===== src/rtl/alu_issue_sequencer_if.sv =====
`default_nettype none
// ============================================================================
// alu_issue_sequencer_if : request, ALU-issue and response signals of the
// ALU issue sequencer. Revision 1.0
// ============================================================================
interface alu_issue_sequencer_if #(
  parameter int WIDTH = 16
) ();
  logic             req_valid;
  logic             req_ready;
  logic [3:0]       req_opcode;
  logic [2:0]       req_funct;
  logic [WIDTH-1:0] req_op1;
  logic [WIDTH-1:0] req_op2;

  logic [2:0]       alu_ctrl;
  logic [WIDTH-1:0] alu_op1;
  logic [WIDTH-1:0] alu_op2;
  logic [WIDTH-1:0] alu_res;
  logic             alu_zero;
  logic             alu_carry;

  logic             rsp_valid;
  logic             rsp_ready;
  logic [WIDTH-1:0] rsp_res;
  logic             rsp_zero;
  logic             rsp_carry;
  logic             rsp_taken;
  logic             rsp_err;

  // Sequencer side
  modport master (
    input  req_valid, req_opcode, req_funct, req_op1, req_op2,
    input  alu_res, alu_zero, alu_carry,
    input  rsp_ready,
    output req_ready,
    output alu_ctrl, alu_op1, alu_op2,
    output rsp_valid, rsp_res, rsp_zero, rsp_carry, rsp_taken, rsp_err
  );

  // Decode stage / ALU / response consumer side
  modport slave (
    output req_valid, req_opcode, req_funct, req_op1, req_op2,
    output alu_res, alu_zero, alu_carry,
    output rsp_ready,
    input  req_ready,
    input  alu_ctrl, alu_op1, alu_op2,
    input  rsp_valid, rsp_res, rsp_zero, rsp_carry, rsp_taken, rsp_err
  );
endinterface
`default_nettype wire


===== src/rtl/alu_issue_sequencer.sv =====
`default_nettype none
// ============================================================================
// alu_issue_sequencer : decodes an instruction, issues it to the ALU, waits
// EXEC_CYCLES (1..15), returns result and flags on a valid/ready channel.
// Revision 1.0
// ============================================================================
module alu_issue_sequencer #(
  parameter int WIDTH       = 16,
  parameter int EXEC_CYCLES = 1
) (
  input  logic                  clk,
  input  logic                  rst_n,
  alu_issue_sequencer_if.master bus
);

  typedef enum logic [1:0] {
    S_IDLE = 2'd0,
    S_EXEC = 2'd1,
    S_DONE = 2'd2
  } state_t;

  localparam logic [3:0] c_op_rtype   = 4'b0000;
  localparam logic [3:0] c_op_addi    = 4'b0001;
  localparam logic [3:0] c_op_lw      = 4'b0010;
  localparam logic [3:0] c_op_sw      = 4'b0011;
  localparam logic [3:0] c_op_beq     = 4'b0100;
  localparam logic [3:0] c_op_bne     = 4'b0101;
  localparam logic [2:0] c_ctrl_add   = 3'b000;
  localparam logic [2:0] c_ctrl_sub   = 3'b001;
  localparam logic [2:0] c_funct_last = 3'b100;
  localparam logic [3:0] c_cnt_load   = 4'(EXEC_CYCLES - 1);

  state_t           r_state;
  state_t           w_state_next;
  logic [3:0]       r_cnt;
  logic [3:0]       r_opcode;
  logic [2:0]       r_alu_ctrl;
  logic [WIDTH-1:0] r_alu_op1;
  logic [WIDTH-1:0] r_alu_op2;
  logic [WIDTH-1:0] r_rsp_res;
  logic             r_rsp_zero;
  logic             r_rsp_carry;
  logic             r_rsp_taken;
  logic             r_rsp_err;

  logic [2:0]       w_dec_ctrl;
  logic             w_dec_legal;
  logic             w_req_ready;
  logic             w_rsp_valid;
  logic             w_issue;
  logic             w_reject;
  logic             w_capture;

  // R-type funct codes 0..4 map one-to-one onto ALU control codes
  always_comb begin
    w_dec_ctrl  = c_ctrl_add;
    w_dec_legal = 1'b0;
    case (bus.req_opcode)
      c_op_rtype: begin
        if (bus.req_funct <= c_funct_last) begin
          w_dec_ctrl  = bus.req_funct;
          w_dec_legal = 1'b1;
        end
      end
      c_op_addi, c_op_lw, c_op_sw: begin
        w_dec_ctrl  = c_ctrl_add;
        w_dec_legal = 1'b1;
      end
      c_op_beq, c_op_bne: begin
        w_dec_ctrl  = c_ctrl_sub;
        w_dec_legal = 1'b1;
      end
      default: begin
        w_dec_ctrl  = c_ctrl_add;
        w_dec_legal = 1'b0;
      end
    endcase
  end

  always_ff @(posedge clk or negedge rst_n) begin
    if (!rst_n) begin
      r_state <= S_IDLE;
    end else begin
      r_state <= w_state_next;
    end
  end

  always_comb begin
    w_state_next = r_state;
    w_req_ready  = 1'b0;
    w_rsp_valid  = 1'b0;
    w_issue      = 1'b0;
    w_reject     = 1'b0;
    w_capture    = 1'b0;
    case (r_state)
      S_IDLE: begin
        w_req_ready = 1'b1;
        if (bus.req_valid) begin
          if (w_dec_legal) begin
            w_issue      = 1'b1;
            w_state_next = S_EXEC;
          end else begin
            w_reject     = 1'b1;
            w_state_next = S_DONE;
          end
        end
      end
      S_EXEC: begin
        if (r_cnt == 4'd0) begin
          w_capture    = 1'b1;
          w_state_next = S_DONE;
        end
      end
      S_DONE: begin
        w_rsp_valid = 1'b1;
        if (bus.rsp_ready) begin
          w_state_next = S_IDLE;
        end
      end
      default: begin
        w_state_next = S_IDLE;
      end
    endcase
  end

  // ALU lines only move on a legal issue so the ALU output stays quiet otherwise
  always_ff @(posedge clk or negedge rst_n) begin
    if (!rst_n) begin
      r_alu_ctrl <= c_ctrl_add;
      r_alu_op1  <= '0;
      r_alu_op2  <= '0;
      r_cnt      <= 4'd0;
      r_opcode   <= 4'd0;
    end else begin
      if (w_issue) begin
        r_alu_ctrl <= w_dec_ctrl;
        r_alu_op1  <= bus.req_op1;
        r_alu_op2  <= bus.req_op2;
        r_cnt      <= c_cnt_load;
      end else if (r_state == S_EXEC && r_cnt != 4'd0) begin
        r_cnt <= r_cnt - 4'd1;
      end
      if (w_issue || w_reject) begin
        r_opcode <= bus.req_opcode;
      end
    end
  end

  always_ff @(posedge clk or negedge rst_n) begin
    if (!rst_n) begin
      r_rsp_res   <= '0;
      r_rsp_zero  <= 1'b0;
      r_rsp_carry <= 1'b0;
      r_rsp_taken <= 1'b0;
      r_rsp_err   <= 1'b0;
    end else if (w_capture) begin
      r_rsp_res   <= bus.alu_res;
      r_rsp_zero  <= bus.alu_zero;
      // Carry is meaningless for logic/compare codes
      r_rsp_carry <= (r_alu_ctrl == c_ctrl_add || r_alu_ctrl == c_ctrl_sub) ? bus.alu_carry : 1'b0;
      r_rsp_taken <= (r_opcode == c_op_beq) ? bus.alu_zero :
                     (r_opcode == c_op_bne) ? ~bus.alu_zero : 1'b0;
      r_rsp_err   <= 1'b0;
    end else if (w_reject) begin
      r_rsp_res   <= '0;
      r_rsp_zero  <= 1'b0;
      r_rsp_carry <= 1'b0;
      r_rsp_taken <= 1'b0;
      r_rsp_err   <= 1'b1;
    end
  end

  assign bus.req_ready = w_req_ready;
  assign bus.rsp_valid = w_rsp_valid;
  assign bus.alu_ctrl  = r_alu_ctrl;
  assign bus.alu_op1   = r_alu_op1;
  assign bus.alu_op2   = r_alu_op2;
  assign bus.rsp_res   = r_rsp_res;
  assign bus.rsp_zero  = r_rsp_zero;
  assign bus.rsp_carry = r_rsp_carry;
  assign bus.rsp_taken = r_rsp_taken;
  assign bus.rsp_err   = r_rsp_err;

endmodule
`default_nettype wire


===== src/flat_wrapper.sv =====
// flat-port wrapper written by rule: the top's interface ports become plain ports
module alu_issue_sequencer_flat 
#(
  parameter int WIDTH       = 16,
  parameter int EXEC_CYCLES = 1
)
  (clk, rst_n, bus_req_valid, bus_req_opcode, bus_req_funct, bus_req_op1, bus_req_op2, bus_alu_res, bus_alu_zero, bus_alu_carry, bus_rsp_ready, bus_req_ready, bus_alu_ctrl, bus_alu_op1, bus_alu_op2, bus_rsp_valid, bus_rsp_res, bus_rsp_zero, bus_rsp_carry, bus_rsp_taken, bus_rsp_err);
  alu_issue_sequencer_if #(.WIDTH(WIDTH)) bus_i ();
  input  logic clk;
  input  logic rst_n;
  input wire logic [$bits(bus_i.req_valid)-1:0] bus_req_valid;
  input wire logic [$bits(bus_i.req_opcode)-1:0] bus_req_opcode;
  input wire logic [$bits(bus_i.req_funct)-1:0] bus_req_funct;
  input wire logic [$bits(bus_i.req_op1)-1:0] bus_req_op1;
  input wire logic [$bits(bus_i.req_op2)-1:0] bus_req_op2;
  input wire logic [$bits(bus_i.alu_res)-1:0] bus_alu_res;
  input wire logic [$bits(bus_i.alu_zero)-1:0] bus_alu_zero;
  input wire logic [$bits(bus_i.alu_carry)-1:0] bus_alu_carry;
  input wire logic [$bits(bus_i.rsp_ready)-1:0] bus_rsp_ready;
  output wire logic [$bits(bus_i.req_ready)-1:0] bus_req_ready;
  output wire logic [$bits(bus_i.alu_ctrl)-1:0] bus_alu_ctrl;
  output wire logic [$bits(bus_i.alu_op1)-1:0] bus_alu_op1;
  output wire logic [$bits(bus_i.alu_op2)-1:0] bus_alu_op2;
  output wire logic [$bits(bus_i.rsp_valid)-1:0] bus_rsp_valid;
  output wire logic [$bits(bus_i.rsp_res)-1:0] bus_rsp_res;
  output wire logic [$bits(bus_i.rsp_zero)-1:0] bus_rsp_zero;
  output wire logic [$bits(bus_i.rsp_carry)-1:0] bus_rsp_carry;
  output wire logic [$bits(bus_i.rsp_taken)-1:0] bus_rsp_taken;
  output wire logic [$bits(bus_i.rsp_err)-1:0] bus_rsp_err;
  assign bus_i.req_valid = bus_req_valid;
  assign bus_i.req_opcode = bus_req_opcode;
  assign bus_i.req_funct = bus_req_funct;
  assign bus_i.req_op1 = bus_req_op1;
  assign bus_i.req_op2 = bus_req_op2;
  assign bus_i.alu_res = bus_alu_res;
  assign bus_i.alu_zero = bus_alu_zero;
  assign bus_i.alu_carry = bus_alu_carry;
  assign bus_i.rsp_ready = bus_rsp_ready;
  assign bus_req_ready = bus_i.req_ready;
  assign bus_alu_ctrl = bus_i.alu_ctrl;
  assign bus_alu_op1 = bus_i.alu_op1;
  assign bus_alu_op2 = bus_i.alu_op2;
  assign bus_rsp_valid = bus_i.rsp_valid;
  assign bus_rsp_res = bus_i.rsp_res;
  assign bus_rsp_zero = bus_i.rsp_zero;
  assign bus_rsp_carry = bus_i.rsp_carry;
  assign bus_rsp_taken = bus_i.rsp_taken;
  assign bus_rsp_err = bus_i.rsp_err;
  alu_issue_sequencer #(.WIDTH(WIDTH), .EXEC_CYCLES(EXEC_CYCLES)) u_core (.clk(clk), .rst_n(rst_n), .bus(bus_i));
endmodule

===== config.mk =====
export PLATFORM = sky130hd
export DESIGN_NAME = alu_issue_sequencer_flat
export DESIGN_NICKNAME = d
export VERILOG_FILES = /design/src/rtl/alu_issue_sequencer_if.sv /design/src/rtl/alu_issue_sequencer.sv /design/src/flat_wrapper.sv
export SDC_FILE = /design/constraint.sdc
export NUM_CORES = 1
export LEC_CHECK = 0
export BUFFER_PORTS_ARGS = -buffer_cell sky130_fd_sc_hd__buf_2
export CORE_MARGIN = 5
export CORE_UTILIZATION = 50
export CTS_CLUSTER_DIAMETER = 150
export DETAILED_ROUTE_END_ITERATION = 16
export GPL_TIMING_DRIVEN = 0
export PLACE_DENSITY = 0.92
export SLEW_MARGIN = 0
export SYNTH_ARGS = -nofsm -noshare
export SYNTH_HDL_FRONTEND = slang
export SYNTH_SLANG_ARGS = --single-unit

===== constraint.sdc =====
create_clock -name clk -period 5.2 [get_ports clk]
set_clock_uncertainty 0.05 [all_clocks]
set_input_delay 1.04 -clock clk [delete_from_list [all_inputs] [get_ports clk]]
set_output_delay 1.04 -clock clk [all_outputs]
set_load 0.01 [all_outputs]

Word level (Yosys, flattened, before mapping)

Cells that the tools add are included.

Logic and storage cells: 72
Output and inout bits: 57
Flip-flop bits (word level): 65

Bitwise operators: 1
Multiplexer cells: 32
Order comparisons: 1
Reductions and logical operators: 13
$add $sub $neg: 1
Equality and inequality tests: 13

Operators by type and width:

| cell                                                                  | count |
|---|---|
| 16-bit two-way mux                                                    | 2 |
| 1-bit two-way mux                                                     | 20 |
| 4-bit by 3-bit equality test with 1-bit output, second input constant | 4 |
| 4-bit by 2-bit equality test with 1-bit output, second input constant | 2 |
| 4-bit logical NOT                                                     | 2 |
| 2-bit two-way mux                                                     | 4 |
| 4-bit two-way mux                                                     | 2 |
| 2-bit case mux with 3 select lines                                    | 1 |
| 3-bit case mux with 2 select lines                                    | 1 |
| 5-bit OR reduction                                                    | 1 |
| 4-bit by 1-bit equality test with 1-bit output, second input constant | 1 |
| 2-bit inequality test, second input constant                          | 2 |
| 2-bit nonzero test                                                    | 2 |
| 4-bit nonzero test                                                    | 1 |
| 4-bit by 1-bit subtractor with 4-bit output, second input constant    | 1 |
| 3-bit by 1-bit equality test with 1-bit output, second input constant | 1 |
| 3-bit <= comparator, second input constant                            | 1 |
| 3-bit logical NOT                                                     | 1 |
| 3-bit two-way mux                                                     | 1 |
| 3-bit AND reduction                                                   | 1 |
| 2-bit by 1-bit equality test with 1-bit output, second input constant | 1 |
| 2-bit equality test, second input constant                            | 1 |
| 2-bit logical NOT                                                     | 1 |
| 1-bit logical OR                                                      | 2 |
| 5 further kinds                                                       | 5 |

Longest topological paths before layout

Depth in word-level cells: 8
Gate-level depth with buffers: 8

Worst setup path before layout

OpenSTA, ideal clock, no wires.

Kind: input-to-reg
From: input bus_req_opcode[1]
To: register u_core.r_alu_op1[14], in the netlist u_core.bus.alu_op1[14]
Slack: 2.658 ns
Data required time: 5.023 ns
Setup time: 0.127 ns
Cell stages on the path: 5
Buffers on the path: 2
Data arrival time: 2.365 ns
Cells stage by stage: or4b_1 -> o211ai_2 -> buf_6 -> buf_6 -> mux2_1

Longest elaborated chain between the ends: 6

Ends and longest elaborated chain:

| element                                                                | RTL line                   | source |
|---|---|---|
| start: declaration                                                     | flat_wrapper.sv:12         | `input wire logic [$bits(bus_i.req_opcode)-1:0] bus_req_opcode;` |
| 4-bit by 1-bit equality test with 1-bit output (tied with other cells) | alu_issue_sequencer.sv:58  | `case (bus.req_opcode)` |
| 5-bit OR reduction (no line)                                           | --                         |  |
| 1-bit case mux with 2 select lines *                                   | alu_issue_sequencer.sv:58  |  |
| 1-bit two-way mux *                                                    | alu_issue_sequencer.sv:99  | `if (w_dec_legal) begin` |
| 1-bit two-way mux *                                                    | alu_issue_sequencer.sv:98  | `if (bus.req_valid) begin` |
| 1-bit two-way mux *                                                    | alu_issue_sequencer.sv:95  | `case (r_state)` |
| end signal: assignment                                                 | alu_issue_sequencer.sv:137 | `r_alu_op1 <= bus.req_op1;` |
| end: declaration                                                       | alu_issue_sequencer.sv:38  | `logic [WIDTH-1:0] r_alu_op1;` |

Every way passes the cells marked *; elsewhere a longest branch is shown, timed or not.
A chain may end at the register's enable or synchronous reset.

Worst setup path after layout

From: input bus_req_opcode[1]
To: register u_core.r_alu_op2[2], in the netlist u_core.bus.alu_op2[2]

Longest elaborated chain between the ends: 6

Ends and longest elaborated chain:

| element                                                                | RTL line                   | source |
|---|---|---|
| 4-bit by 1-bit equality test with 1-bit output (tied with other cells) | alu_issue_sequencer.sv:58  |  |
| 5-bit OR reduction (no line)                                           | --                         |  |
| 1-bit case mux with 2 select lines *                                   | alu_issue_sequencer.sv:58  |  |
| 1-bit two-way mux *                                                    | alu_issue_sequencer.sv:99  |  |
| 1-bit two-way mux *                                                    | alu_issue_sequencer.sv:98  |  |
| 1-bit two-way mux *                                                    | alu_issue_sequencer.sv:95  |  |
| end signal: assignment                                                 | alu_issue_sequencer.sv:138 | `r_alu_op2 <= bus.req_op2;` |
| end: declaration                                                       | alu_issue_sequencer.sv:39  | `logic [WIDTH-1:0] r_alu_op2;` |

Marks and branches as above.

==> flow_summary_export.csv <==
group,metric,value,unit
run_status,status,"finished clean",
flow_run,max_cap_viol_count,0,
die,initial_core_util,0.522,
sta,post-route-period-util,0.473,
power_and_ir_drop,p_leak,0.00187,µW
sta,setup_viol_count_final,0,
worst_setup_path,critical_path_class,"input pin to flop",
sta,whs,0.428,ns
logic_synthesis,synth_commonest_cells,"dfrtp_1 (65), nand2_1 (54), o21ai_0 (22), mux2_2 (18), nor2_1 (13)",
sta,fin_ws,2.74,ns
final_layout,drive_above_1_share,0.468,
grt,antenna_found_initial,0,
logic_synthesis,ys_ff_latch,65,
sta,fin_crit,2.46,ns
logic_synthesis,yosysTopAreaCell,"dfrtp_1",
route,drc_errors,0,
clock_tree,clk_pin_slew,0.07,ns
final_layout,diodes,0,
grt,grt_pass1_vias,2261,
clock_tree,cts.path.max_buffers,2,
die,dieArea,0.00697,mm²
sta,timing.fmax,407,MHz
worst_setup_path,critical_path.slowest_cell,"or4b_1",
grt,grt_pass1_wl,10500,µm
place,finalWeightedCongestion,0.763,
die,num_rows,26,
sta,tns,0,ns
grt,use_met1,0.228,
place,port_buffers,117,
logic_synthesis,syn_area,0.00270,mm²
worst_setup_path,path_cells,"buf_2 -> or4b_1 -> o211ai_2 -> buf_6 -> buf_6 -> mux2_1",
final_layout,area_growth,32.3,%
grt,grtUsageMet3,0.0819,
clock_tree,cts_tree,"built",
logic_synthesis,syn_nets,291,
route,ant_nets,0,
place,hpwl,4640,µm
route,vias,2102,
die,coreArea,0.00517,mm²
sta,slew_violations,0,
worst_setup_path,cp_common_cell,"buf_6",
hold_path,hp-start,"u_core.r_opcode[3]",
worst_setup_path,cp-start-kind,"input pin",
worst_setup_path,path_max_fanout,10,
place,place_ws,2.39,ns
logic_synthesis,ys.flop_type,"dfrtp_1",
worst_setup_path,cp.required,5.35,ns
sta,tightest_slew,0.803,ns
worst_setup_path,critPathArrivalTime,2.61,ns
route,wl_per_cell,14.4,µm
die,ios,118,
sta,rsz0062_at_grt,"false",
logic_synthesis,synth_enable_flop_cells,0,
logic_synthesis,yosysMostFrequentCell,"dfrtp_1",
logic_synthesis,yosys.area.top_type_share,0.602,
worst_setup_path,r2r-start,"u_core.r_cnt[0]",
worst_setup_path,critPathMaxStageDelay,0.55,ns
clock_tree,hold_buffers,0,
logic_synthesis,synth_cell_types,36,
power_and_ir_drop,ir_drop,0.318,mV
route,drt_wl_total,6210,µm
route,drt_first_pass_iters,4,
worst_setup_path,end_kind,"flop",
grt,grt.busiest_layer,"met2",
logic_synthesis,synth_top_cells_by_area,"dfrtp_1 (60%), mux2_2 (7.5%), nand2_1 (7.5%), mux2_4 (5.6%), o21ai_0 (4.1%)",
clock_tree,htreeDepth,3,
logic_synthesis,yosys_warnings,0,
logic_synthesis,synth-seq-area-share,0.602,
clock_tree,ctsResizeCount,0,
grt,gr-usage-met2,0.293,
final_layout,fin_nets,419,
die,die_h,83.5,µm
grt,grt_max_degree,66,
sta,report.final.hold_viol_count,0,
clock_tree,clock-sinks,65,
route,initialDrtViolationCount,56,
worst_setup_path,crit_path_start,"bus_req_opcode[1]",
power_and_ir_drop,power_density,574,mW/mm²
die,die_width,83.5,µm
clock_tree,cts_setup_buffers,0,
clock_tree,root_buffer,"clkbuf_8",
hold_path,hp-class,"flop to flop",
sta,max-slew-margin-rel,0.464,
grt,grt_usage,0.188,
route,viasPerCell,4.88,
grt,overflow,0,
clock_tree,cts_buffers,9,
clock_tree,clock_latency,0.33,ns
logic_synthesis,syn_inst,228,
logic_synthesis,async_reset_ff_frac,1.00,
logic_synthesis,syn_avg_cell_area,11.8,µm²
[path summary, 6_finish.rpt]
path,endpoint,slack (ns),depth (start not counted)
setup / recovery,u_core.bus.alu_op2[2],2.74,6
hold / removal,u_core.r_opcode[3],0.43,2
setup reg to reg,u_core.bus.rsp_res[7],3.12,8
hold reg to reg,u_core.r_opcode[3],0.43,2
max in group asynchronous,u_core.bus.rsp_taken,3.82,1
min in group asynchronous,u_core.bus.rsp_res[1],0.74,1
[sequential cells by signal, summed over array words and instances, names as in the netlist, 2 cells and up]
| register | count |
|---|---|
| u_core.r_cnt | 4 |
| u_core.bus.alu_ctrl | 3 |
| u_core.r_state | 2 |
| u_core.bus.alu_op1 | 16 |
| u_core.bus.rsp_res | 16 |
| u_core.bus.alu_op2 | 16 |
| u_core.r_opcode | 4 |
[where the power goes]
group          internal [µW]  switching, µW  total, µW
clock                    233            184        417
combinational            378            387        765
sequential               740            129        870
[through the flow]
step	utilization	cells	total power, µW	instance area, µm²
2_1_floorplan	-	228	1320	2700
3_3_place_gp	0.652	415	1610	3370
3_5_place_dp	0.652	415	1650	3370
4_1_cts	0.690	431	2080	3570
5_1_grt	0.691	431	2210	3570
6_report	0.691	431	2050	3570
[placed cells by master, fill, tap and decap left out, drive strengths merged, types with 2 or more instances in the layout]
master and instances:
clkbuf 14, nor2b 3, buf 124, nand2 54
nand3 3, a21oi 2, dfrtp 65, xnor2 2
nor3b 2, and2 2, o21ai 22, clkinvlp 2
nor2 13, inv 3, mux2 32, ha 2
clkinv 2
[routing by layer]
metal | vias to the layer above | share of wire
met3 | 8 | 0.10
li1 | 1021 | -
met1 | 988 | 0.42
met4 | 0 | 0.014
met5 | - | 0
met2 | 85 | 0.47
[logic make-up (layout without fill, tap and decap cells)]
kind of cell    after synthesis  after routing  share of synthesized area
xor+xnor                      3              3                    0.00973
flops                        65             65                      0.602
simple gates                 82             82                      0.132
compound gates               30             30                     0.0635
buf+inv                      13            146                     0.0324
fa+ha+maj                     2              2                    0.00926
mux                          33             33                      0.151
[worst max-delay path, delay by kind of cell]
| kind | cells | cell delay [ns] |
|---|---|---|
| buffers and inverters | 3 | 0.46 |
| AO/OA/AOI/OAI | 1 | 0.22 |
| AND/OR/NAND/NOR | 1 | 0.55 |
| multiplexers | 1 | 0.33 |
[layout make-up]
| class | instances | area (µm²) |
|---|---|---|
| plain buffers | 10 | 76.3 |
| clock buffers | 11 | 141 |
| clock inverters | 5 | 55.1 |
| fillers | 405 | 1600 |
| inverters | 3 | 11.3 |
| multi-input cells | 150 | 987 |
| flip-flops and latches | 65 | 1630 |
| well taps | 70 | 87.6 |
| repair buffers | 117 | 588 |
Power figures use the tool's default switching activity.
